===== src/rtl/vdp_pkg.sv =====
// rtl/vdp_pkg.sv - shared VRAM widths and read-owner tag type for the VDP
package vdp_pkg;

  localparam int VRAM_ADDR_W = 14;
  localparam int VRAM_DATA_W = 8;

  typedef enum logic [1:0] {OWN_NONE, OWN_CPU, OWN_RENDER} vram_owner_t;

endpackage


===== src/rtl/vram_rd_pipe.sv =====
// rtl/vram_rd_pipe.sv - read-owner tag delay line matching the VRAM read latency
module vram_rd_pipe
  import vdp_pkg::*;
#(
  parameter int DEPTH = 1
) (
  input  logic       clk,
  input  logic       flush_n,
  input  logic [1:0] tag_in,
  output logic [1:0] tag_out
);

  vram_owner_t stage [DEPTH];

  always_ff @(posedge clk) begin
    if (!flush_n) begin
      for (int i = 0; i < DEPTH; i++) stage[i] <= OWN_NONE;
    end else begin
      stage[0] <= vram_owner_t'(tag_in);
      for (int i = 1; i < DEPTH; i++) stage[i] <= stage[i-1];
    end
  end

  assign tag_out = stage[DEPTH-1];

endmodule


===== src/rtl/vram_arbiter.sv =====
// rtl/vram_arbiter.sv - CPU/renderer VRAM arbiter with slot reservation and starvation guard
// Optional grant/stall counters: define VRAM_ARB_STATS_EN.
module vram_arbiter
  import vdp_pkg::*;
#(
  parameter int ADDR_W          = VRAM_ADDR_W,
  parameter int DATA_W          = VRAM_DATA_W,
  parameter int CPU_SLOT_PERIOD = 4,
  parameter int RD_LAT          = 1,
  parameter int STARVE_LIMIT    = 16
) (
  input  logic              clk,
  input  logic              btnCpuReset,
  input  logic              active,
  input  logic              render_req,
  input  logic [ADDR_W-1:0] render_addr,
  output logic              render_gnt,
  output logic              render_rvalid,
  output logic [DATA_W-1:0] render_rdata,
  input  logic              cpu_req,
  input  logic              cpu_we,
  input  logic [ADDR_W-1:0] cpu_addr,
  input  logic [DATA_W-1:0] cpu_wdata,
  output logic              cpu_gnt,
  output logic              cpu_rvalid,
  output logic [DATA_W-1:0] cpu_rdata,
  output logic              cpu_starve,
  output logic              vram_en,
  output logic              vram_we,
  output logic [ADDR_W-1:0] vram_addr,
  output logic [DATA_W-1:0] vram_wdata,
  input  logic [DATA_W-1:0] vram_rdata
`ifdef VRAM_ARB_STATS_EN
  ,
  output logic [15:0]       stat_cpu_grants,
  output logic [15:0]       stat_render_grants,
  output logic [15:0]       stat_cpu_stalls
`endif
);

  localparam int SLOT_W = $clog2(CPU_SLOT_PERIOD);
  localparam int WAIT_W = $clog2(STARVE_LIMIT + 1);
  localparam logic [SLOT_W-1:0] LAST_SLOT = SLOT_W'(CPU_SLOT_PERIOD - 1);
  localparam logic [WAIT_W-1:0] WAIT_MAX  = WAIT_W'(STARVE_LIMIT - 1);

  logic [SLOT_W-1:0] slot_q;
  logic [WAIT_W-1:0] wait_q;
  logic              force_q;
  logic [DATA_W-1:0] cpu_rdata_q;
  logic [DATA_W-1:0] render_rdata_q;
  vram_owner_t       tag_in;
  logic [1:0]        tail;

  // Blanking and the reserved slot share the same CPU-first ordering.
  always_comb begin
    cpu_gnt    = 1'b0;
    render_gnt = 1'b0;
    if (!btnCpuReset) begin
      cpu_gnt    = 1'b0;
    end else if (force_q && cpu_req) begin
      cpu_gnt    = 1'b1;
    end else if (!active || slot_q == LAST_SLOT) begin
      cpu_gnt    = cpu_req;
      render_gnt = !cpu_req && render_req;
    end else begin
      render_gnt = render_req;
      cpu_gnt    = !render_req && cpu_req;
    end
  end

  always_comb begin
    tag_in = OWN_NONE;
    if (cpu_gnt && !cpu_we) tag_in = OWN_CPU;
    else if (render_gnt)    tag_in = OWN_RENDER;
  end

  assign cpu_starve = btnCpuReset && force_q && cpu_req;
  assign vram_en    = cpu_gnt || render_gnt;
  assign vram_we    = cpu_gnt && cpu_we;
  assign vram_addr  = cpu_gnt ? cpu_addr : (render_gnt ? render_addr : '0);
  assign vram_wdata = vram_we ? cpu_wdata : '0;

  vram_rd_pipe #(.DEPTH(RD_LAT)) u_rd_pipe (
    .clk     (clk),
    .flush_n (btnCpuReset),
    .tag_in  (tag_in),
    .tag_out (tail)
  );

  assign cpu_rvalid    = btnCpuReset && (tail == OWN_CPU);
  assign render_rvalid = btnCpuReset && (tail == OWN_RENDER);
  assign cpu_rdata     = !btnCpuReset ? '0 : (cpu_rvalid ? vram_rdata : cpu_rdata_q);
  assign render_rdata  = !btnCpuReset ? '0 : (render_rvalid ? vram_rdata : render_rdata_q);

  always_ff @(posedge clk) begin
    if (!btnCpuReset) begin
      slot_q         <= '0;
      wait_q         <= '0;
      force_q        <= 1'b0;
      cpu_rdata_q    <= '0;
      render_rdata_q <= '0;
    end else begin
      if (!active || slot_q == LAST_SLOT) slot_q <= '0;
      else                                slot_q <= slot_q + 1'b1;
      // wait_q parks at its limit once the force flag is armed.
      if (cpu_req && !cpu_gnt) begin
        if (wait_q == WAIT_MAX) force_q <= 1'b1;
        else                    wait_q  <= wait_q + 1'b1;
      end else begin
        wait_q <= '0;
      end
      if (cpu_gnt)       force_q        <= 1'b0;
      if (cpu_rvalid)    cpu_rdata_q    <= vram_rdata;
      if (render_rvalid) render_rdata_q <= vram_rdata;
    end
  end

`ifdef VRAM_ARB_STATS_EN
  always_ff @(posedge clk) begin
    if (!btnCpuReset) begin
      stat_cpu_grants    <= '0;
      stat_render_grants <= '0;
      stat_cpu_stalls    <= '0;
    end else begin
      if (cpu_gnt && stat_cpu_grants != 16'hFFFF)
        stat_cpu_grants <= stat_cpu_grants + 16'd1;
      if (render_gnt && stat_render_grants != 16'hFFFF)
        stat_render_grants <= stat_render_grants + 16'd1;
      if (cpu_req && !cpu_gnt && stat_cpu_stalls != 16'hFFFF)
        stat_cpu_stalls <= stat_cpu_stalls + 16'd1;
    end
  end
`endif

endmodule


===== config.mk =====
export PLATFORM = sky130hd
export DESIGN_NAME = vram_arbiter
export DESIGN_NICKNAME = d
export VERILOG_FILES = /design/src/rtl/vdp_pkg.sv /design/src/rtl/vram_rd_pipe.sv /design/src/rtl/vram_arbiter.sv
export SDC_FILE = /design/constraint.sdc
export NUM_CORES = 1
export LEC_CHECK = 0
export CAP_MARGIN = 30
export CORE_MARGIN = 1.5
export CORE_UTILIZATION = 30
export CTS_BUF_LIST = sky130_fd_sc_hd__clkbuf_8
export CTS_CLUSTER_DIAMETER = 40
export CTS_CLUSTER_SIZE = 25
export DETAILED_ROUTE_END_ITERATION = 8
export PLACE_DENSITY = 0.73
export SLEW_MARGIN = 0
export SYNTH_ARGS = -nofsm -noshare
export SYNTH_HDL_FRONTEND = slang
export SYNTH_HIERARCHICAL = 1
export SYNTH_SLANG_ARGS = --single-unit

===== constraint.sdc =====
create_clock -name clk -period 2.2 [get_ports clk]
set_input_delay 0.22 -clock clk [delete_from_list [all_inputs] [get_ports clk]]
set_output_delay 0.22 -clock clk [all_outputs]
set_load 0.005 [all_outputs]

==> results of run 1 <==
[where the power goes]
part / total, W / internal [W] / switching (W)
Combinational: 0.000257 / 0.000175 / 0.0000815
Clock: 0.000300 / 0.000160 / 0.000140
Sequential: 0.000485 / 0.000481 / 0.00000420
Total: 0.00104 / 0.000816 / 0.000226
[sequential cells by signal, indices dropped and copies added, names as in the netlist]
| register | flops |
|---|---|
| cpu_rdata_q | 8 |
| slot_q | 2 |
| render_rdata_q | 8 |
| force_q | 1 |
| u_rd_pipe/stage | 2 |
| wait_q | 5 |
[final cells by class]
type	count	area, µm²
fill	349	1514
timing repair buffer	109	1146
multi-input combinational	110	683.2
sequential	26	523.0
tap	50	62.56
clock buffer	4	55.05
inverter	2	11.26
timing repair inverter	1	5.005
[tightest hold or removal path: cells and delay by family]
kind,cells,cell delay [ps]
buffers and inverters,2,380
AND/OR/NAND/NOR,2,100
[worst paths after layout]
kind,startpoint,end,cells past startpoint
max,slot_q[0]$_SDFF_PP0_,vram_addr[2],7
min,btnCpuReset,slot_q[0]$_SDFF_PP0_,4
max reg2reg,wait_q[0]$_SDFFE_PN0P_,wait_q[3]$_SDFFE_PN0P_,6
min reg2reg,cpu_rdata_q[4]$_DFF_P_,cpu_rdata_q[4]$_DFF_P_,2
[layer usage]
layer,GRT usage (%),routed length (µm),vias up
li1,-,-,719
met1,18.40,1657,636
met2,31.56,2061,76
met3,7.500,555,3
met4,3.827,21,0
met5,0,0,-
[metrics by stage]
step | cells | utilization [%] | power, W | hold slack [ps]
6_report | 302 | 62.15 | 0.001042 | 461.3
5_1_grt | 302 | 62.15 | 0.001094 | 454.7
4_1_cts | 298 | 60.40 | 0.001046 | 408.0
3_5_place_dp | 291 | 57.55 | 0.0007390 | 417.1
3_3_place_gp | 291 | 57.55 | 0.0007378 | 408.8
2_1_floorplan | 147 | - | 0.0005619 | 341.7
[cell usage in the layout, fill, tap and decap left out, drive strengths merged]
cell / Yosys / final
clkinvlp: 0 / 2
dfxtp: 26 / 26
bufbuf: 0 / 1
mux2i: 1 / 1
dlymetal6s2s: 0 / 7
and3b: 1 / 1
nor2b: 2 / 2
a22o: 14 / 14
a21boi: 1 / 1
clkdlybuf4s15: 0 / 8
xnor2: 1 / 1
and4bb: 1 / 1
and3: 11 / 11
a21oi: 3 / 3
ha: 3 / 3
nand2: 35 / 35
o21ai: 8 / 8
o21a: 1 / 1
inv: 1 / 1
nand3: 10 / 10
nor3: 1 / 1
and2: 3 / 3
or3b: 1 / 1
or2b: 1 / 1
nor2: 8 / 8
dlygate4sd2: 0 / 8
buf: 5 / 13
xor2: 2 / 2
clkbuf: 4 / 7
nand3b: 1 / 1
nand4b: 1 / 1
clkdlybuf4s50: 0 / 69
[repair_timing]
action | in CTS | in global routing
buffers inserted | 1 | 3
gates cloned | 2 | 1
endpoints found under the setup margin | 23 | 30
pin swaps | 2 | 3
gates resized for setup | 21 | 28
[cells by family after synthesis]
| group | Yosys count | synth area share (%) |
|---|---|---|
| AOI/OAI and AO/OA | 27 | 17.32 |
| xor gates and xnor gates | 3 | 2.115 |
| DFF | 26 | 41.89 |
| and+or+nand+nor | 76 | 30.31 |
| buffers and inverters | 11 | 4.531 |
| adders and majority gates | 3 | 3.021 |
| muxes | 1 | 0.8057 |
==> flow_metrics.tcl, run 1 <==
set metrics [dict create \
    syn_nets 200 \
    fin_skew_ps 3.383 \
    drtIter0Drc 22 \
    cp_cell_sequence "ha_4 -> or3b_4 -> a21oi_4 -> buf_12 -> buf_8 -> a22o_1 -> dlygate4sd2_1" \
    postPlaceCellArea_um2 2302 \
    path_buf_inv 3 \
    core_area_um2 4000 \
    nets 306 \
    syn-instance-count 147 \
    worst_pin_slew_ps 286.3 \
    rsz0062_at_grt "false" \
    cap_violations 0 \
    detail-route-antenna-nets 0 \
    max_stage_delay_ps 390 \
    wirelength_um 4295 \
    period_needed_ps 2133 \
    fin_ws_ps 67.05 \
    yosys.area.top_type "dfxtp_1" \
    rows 23 \
    status "finished clean" \
    place_congestion 0.6927 \
    drtPass1Iterations 4 \
    root_buffer "clkbuf_8" \
    clkLatencyLatePin_ps 260 \
    ios 95 \
    power_density_nw_per_um2 418.9 \
    post-place-ws_ps -99.93 \
    hold_viol_final 0 \
    drcViolationCount 0 \
    cts.htree.levels 1 \
    clkTransAtPathRegs_ps 80 \
    die_area_um2 4537 \
    grt_overflow 0 \
    antenna_cells 0 \
    tns_ps 0 \
    critical_path_class "reg -> out" \
    portBuffers 94 \
    ys.flop_type "dfxtp_1" \
    worstPathArrival_ps 1910 \
    netlist_area_um2 1242 \
    ys.warnings.count 6 \
    avgSynthCellArea_um2 8.452 \
    synth_top_cell_area_share_pct 41.89 \
    grt_pass1_wl_um 6009 \
    ir_worst_vdd_v 0.0003272 \
    r2r_setup_slack_ps 680 \
    initial_utilization_pct 31.06 \
    dieHeight_um 67.36 \
    areaGrowthSynthToFinish_pct 100.1 \
    antenna_found_initial 0 \
    synth_cell_types 33 \
    synth_edf_count 0 \
    yosysMostFrequentCell "nand2_1" \
    p_leak_nw 1.163 \
    setup_viol 0 \
    wl_per_cell_um 14.22 \
    ys_seq_area_share_pct 41.89 \
    clock_path_buffers 2 \
    synth.cells.most_frequent "35 x nand2_1, 26 x dfxtp_1, 10 x and3_1, 10 x nand3_1, 9 x a22o_2" \
    start_kind "register" \
    synth_area_leaders "dfxtp_1 42%, nand2_1 11%, a22o_2 7.3%" \
    vias_per_cell 4.748 \
    cts_hold_buf 0 \
    cts_sinks 26 \
    dp_hpwl_um 2992 \
    cts_tree "yes" \
    finalMaxSlewViolations 0 \
    fmax_mhz 468.8 \
    crit_path_max_fanout 12 \
    final_area_um2 2486 \
    grt_pass1_vias 1358 \
    critical_path.slowest_cell "or3b_4" \
    end_kind "output pin" \
    async_flop_share_pct 0 \
    die_w_um 67.36 \
    grt_max_degree 18 \
    grt_usage_pct 17.32 \
    slew_headroom_pct 80.86 \
    cts_buffers 3 \
    cpLargestDelayFamily "buffers and inverters" \
    layout-drive-gt1-share_pct 15.87 \
    vias 1434 \
    fin_crit_sh_pct 96.95 \
    ys_ff_latch 26 \
    hp-class "in -> reg" \
    crit_required_ps 1980 \
]
Power figures use the tool's default switching activity.
==> run 2, diff against run 1 <==
SYNTH_HIERARCHICAL = unset   (was 1)
==> run 2 against run 1 <==
Synthesized cell count down 2.7%. Largest power group unchanged. Total power up 1.0%. Final cell count down 2.6%.
==> flow_metrics.tcl, run 2 <==
set metrics [dict create \
    status "finished clean" \
    critical_path_class "reg -> out" \
    hold_viol_final 0 \
    rows 23 \
    final_util_pct 60.55 \
    grt_max_degree 18 \
    ys_ff_latch 26 \
    start_kind "register" \
    yosysMostFrequentCell "nand2_1" \
    swShare_pct 21.69 \
    fin_ws_ps 61.45 \
    dieHeight_um 67.00 \
    netlist_area_um2 1229 \
    nets 298 \
    synth_cell_types 32 \
    layout_commonest_cell "clkdlybuf4s50_1" \
    final_cell_mix "68 x clkdlybuf4s50_1, 34 x nand2_1, 25 x dfxtp_1" \
    fin_crit_sh_pct 97.21 \
    final_cells 294 \
    setup_viol 0 \
    vias 1359 \
    postPlaceCellArea_um2 2283 \
    grt_pass1_vias 1314 \
    largestRegisters "cpu_rdata_q: 8 flops, render_rdata_q: 8 flops, wait_q: 5 flops" \
    antenna_cells 0 \
    synth_area_leaders "dfxtp_1 42%, nand2_1 10%, a22o_2 7.3%" \
    dp_hpwl_um 3000 \
    cp_cell_sequence "ha_2 -> and4bb_2 -> nor2_4 -> bufbuf_16 -> a22o_2 -> dlygate4sd2_1" \
    syn-instance-count 143 \
    routed.top_layer "met4" \
    p_clk_share_pct 28.6 \
    grt_usage_pct 16.90 \
    hp-class "in -> reg" \
    ys.flop_type "dfxtp_1" \
    clkLatencyLatePin_ps 270 \
    cts_sinks 26 \
    switchingPower_w 0.0002282 \
    die_w_um 67.00 \
    core_area_um2 3971 \
    root_buffer "clkbuf_8" \
    final_area_um2 2405 \
    cap_violations 0 \
    placed_cells_incl_taps 286 \
    max_stage_delay_ps 340 \
    synth_edf_count 0 \
    seqPwrFrac_pct 46.6 \
    power_density_nw_per_um2 437.5 \
    layout-drive-gt1-share_pct 14.34 \
    multiInputGateArea_um2 661.9 \
    post-place-ws_ps -134.3 \
    critical_path.slowest_cell "and4bb_2" \
    cts.htree.levels 1 \
    yosys.area.top_type "dfxtp_1" \
    synth.cells.most_frequent "34 x nand2_1, 26 x dfxtp_1, 10 x and3_1, 10 x nand3_1, 9 x a22o_2" \
    crit_required_ps 1980 \
    areaGrowthSynthToFinish_pct 95.72 \
    syn_nets 196 \
    async_flop_share_pct 0 \
    vias_per_cell 4.622 \
    pwr-share-comb_pct 24.8 \
    ys.warnings.count 0 \
    drtPass1Iterations 4 \
    drtIter0Drc 17 \
    route.met2.wl_um 1987 \
    place_congestion 0.7410 \
    cts_hold_buf 0 \
    route.met3.wl_um 411 \
    ios 95 \
    detail-route-antenna-nets 0 \
    worstPathArrival_ps 1920 \
    avgSynthCellArea_um2 8.592 \
    finalMaxSlewViolations 0 \
    initial_utilization_pct 30.94 \
    ir_worst_vdd_v 0.0004309 \
    crit_path_max_fanout 12 \
    clkTransAtPathRegs_ps 80 \
    antenna_found_initial 0 \
    seq_area_um2 521.8 \
    worst_pin_slew_ps 275.3 \
    ys_seq_area_share_pct 42.36 \
    drcViolationCount 0 \
    wl_per_cell_um 13.44 \
    tns_ps 0 \
    grt_pass1_wl_um 5809 \
    slew_headroom_pct 81.45 \
    rsz0062_at_grt "false" \
    grt_overflow 0 \
    wirelength_um 3952 \
    fin_skew_ps 11.72 \
    period_needed_ps 2139 \
    clock_path_buffers 2 \
    p_leak_nw 1.084 \
    cts_buffers 3 \
    portBuffers 94 \
    m1WireLength_um 1535 \
    fmax_mhz 467.6 \
    synth_top_cell_area_share_pct 42.36 \
    fill_cells 361 \
    end_kind "output pin" \
    cts_tree "yes" \
    die_area_um2 4488 \
    internal_power_w 0.0008238 \
]
==> run 2: path summary, 6_finish.rpt <==
kind                                        startpoint                     end  slack, ps  depth (start not counted)
worst max-delay path              slot_q[1]$_SDFF_PP0_            vram_addr[5]         60                          6
worst min-delay path                       btnCpuReset    force_q$_SDFFE_PP0P_        310                          2
worst max register to register  wait_q[0]$_SDFFE_PN0P_  wait_q[3]$_SDFFE_PN0P_        700                          6
worst min register to register  cpu_rdata_q[1]$_DFF_P_  cpu_rdata_q[1]$_DFF_P_        480                          2
==> run 2: final cells by class <==
cell class              count  area share (%)
repair buffers            106           45.42
clock buffers               4           2.289
well taps                  50           2.601
flip-flops and latches     26           21.70
multi-input cells         106           27.52
inverters                   2          0.4683
==> run 2: routing by layer <==
| metal | track usage (%) | vias to the layer above |
|---|---|---|
| li1 | - | 699 |
| met4 | 3.827 | 0 |
| met1 | 17.18 | 601 |
| met2 | 34.00 | 57 |
| met5 | 0 | - |
| met3 | 4.054 | 2 |
==> run 2: metrics by stage <==
step / hold slack [ps] / power [W]
3_3_place_gp: 470.0 / 0.0007579
5_1_grt: 323.1 / 0.001098
3_5_place_dp: 470.2 / 0.0007600
6_report: 309.1 / 0.001052
4_1_cts: 485.0 / 0.001062
2_1_floorplan: 299.3 / 0.0005723
==> run 2: timing repair <==
item | 4_1_cts | 5_1_grt
buffers inserted | 2 | 0
endpoints found under the setup margin | 38 | 4
cloned | 2 | 0
resized for setup | 28 | 9
pin swaps | 3 | 1
==> run 2: power by group through the flow <==
stage | Combinational, W | Sequential, W | Clock (W)
2_1_floorplan | 0.0000728 | 0.000499 | 0
3_3_place_gp | 0.000257 | 0.000501 | 0
3_5_place_dp | 0.000259 | 0.000501 | 0
4_1_cts | 0.000262 | 0.000490 | 0.000310
5_1_grt | 0.000281 | 0.000492 | 0.000326
6_report | 0.000261 | 0.000490 | 0.000301
==> run 2: cells by family after synthesis <==
group | count (synthesis) | synth area share, %
AOI/OAI and AO/OA | 27 | 17.52
buffers and inverters | 11 | 4.378
DFF | 26 | 42.36
and+or+nand+nor | 72 | 29.74
muxes | 1 | 0.8147
xor gates and xnor gates | 3 | 2.139
adders and majority gates | 3 | 3.055
==> run 2: worst max-delay path: cells and delay by family (launching register included) <==
family | cells | cell delay (ps)
buffers and inverters | 2 | 520
and+or+nand+nor | 2 | 390
AOI/OAI and AO/OA | 1 | 240
DFF | 1 | 310
adders and majority gates | 1 | 190
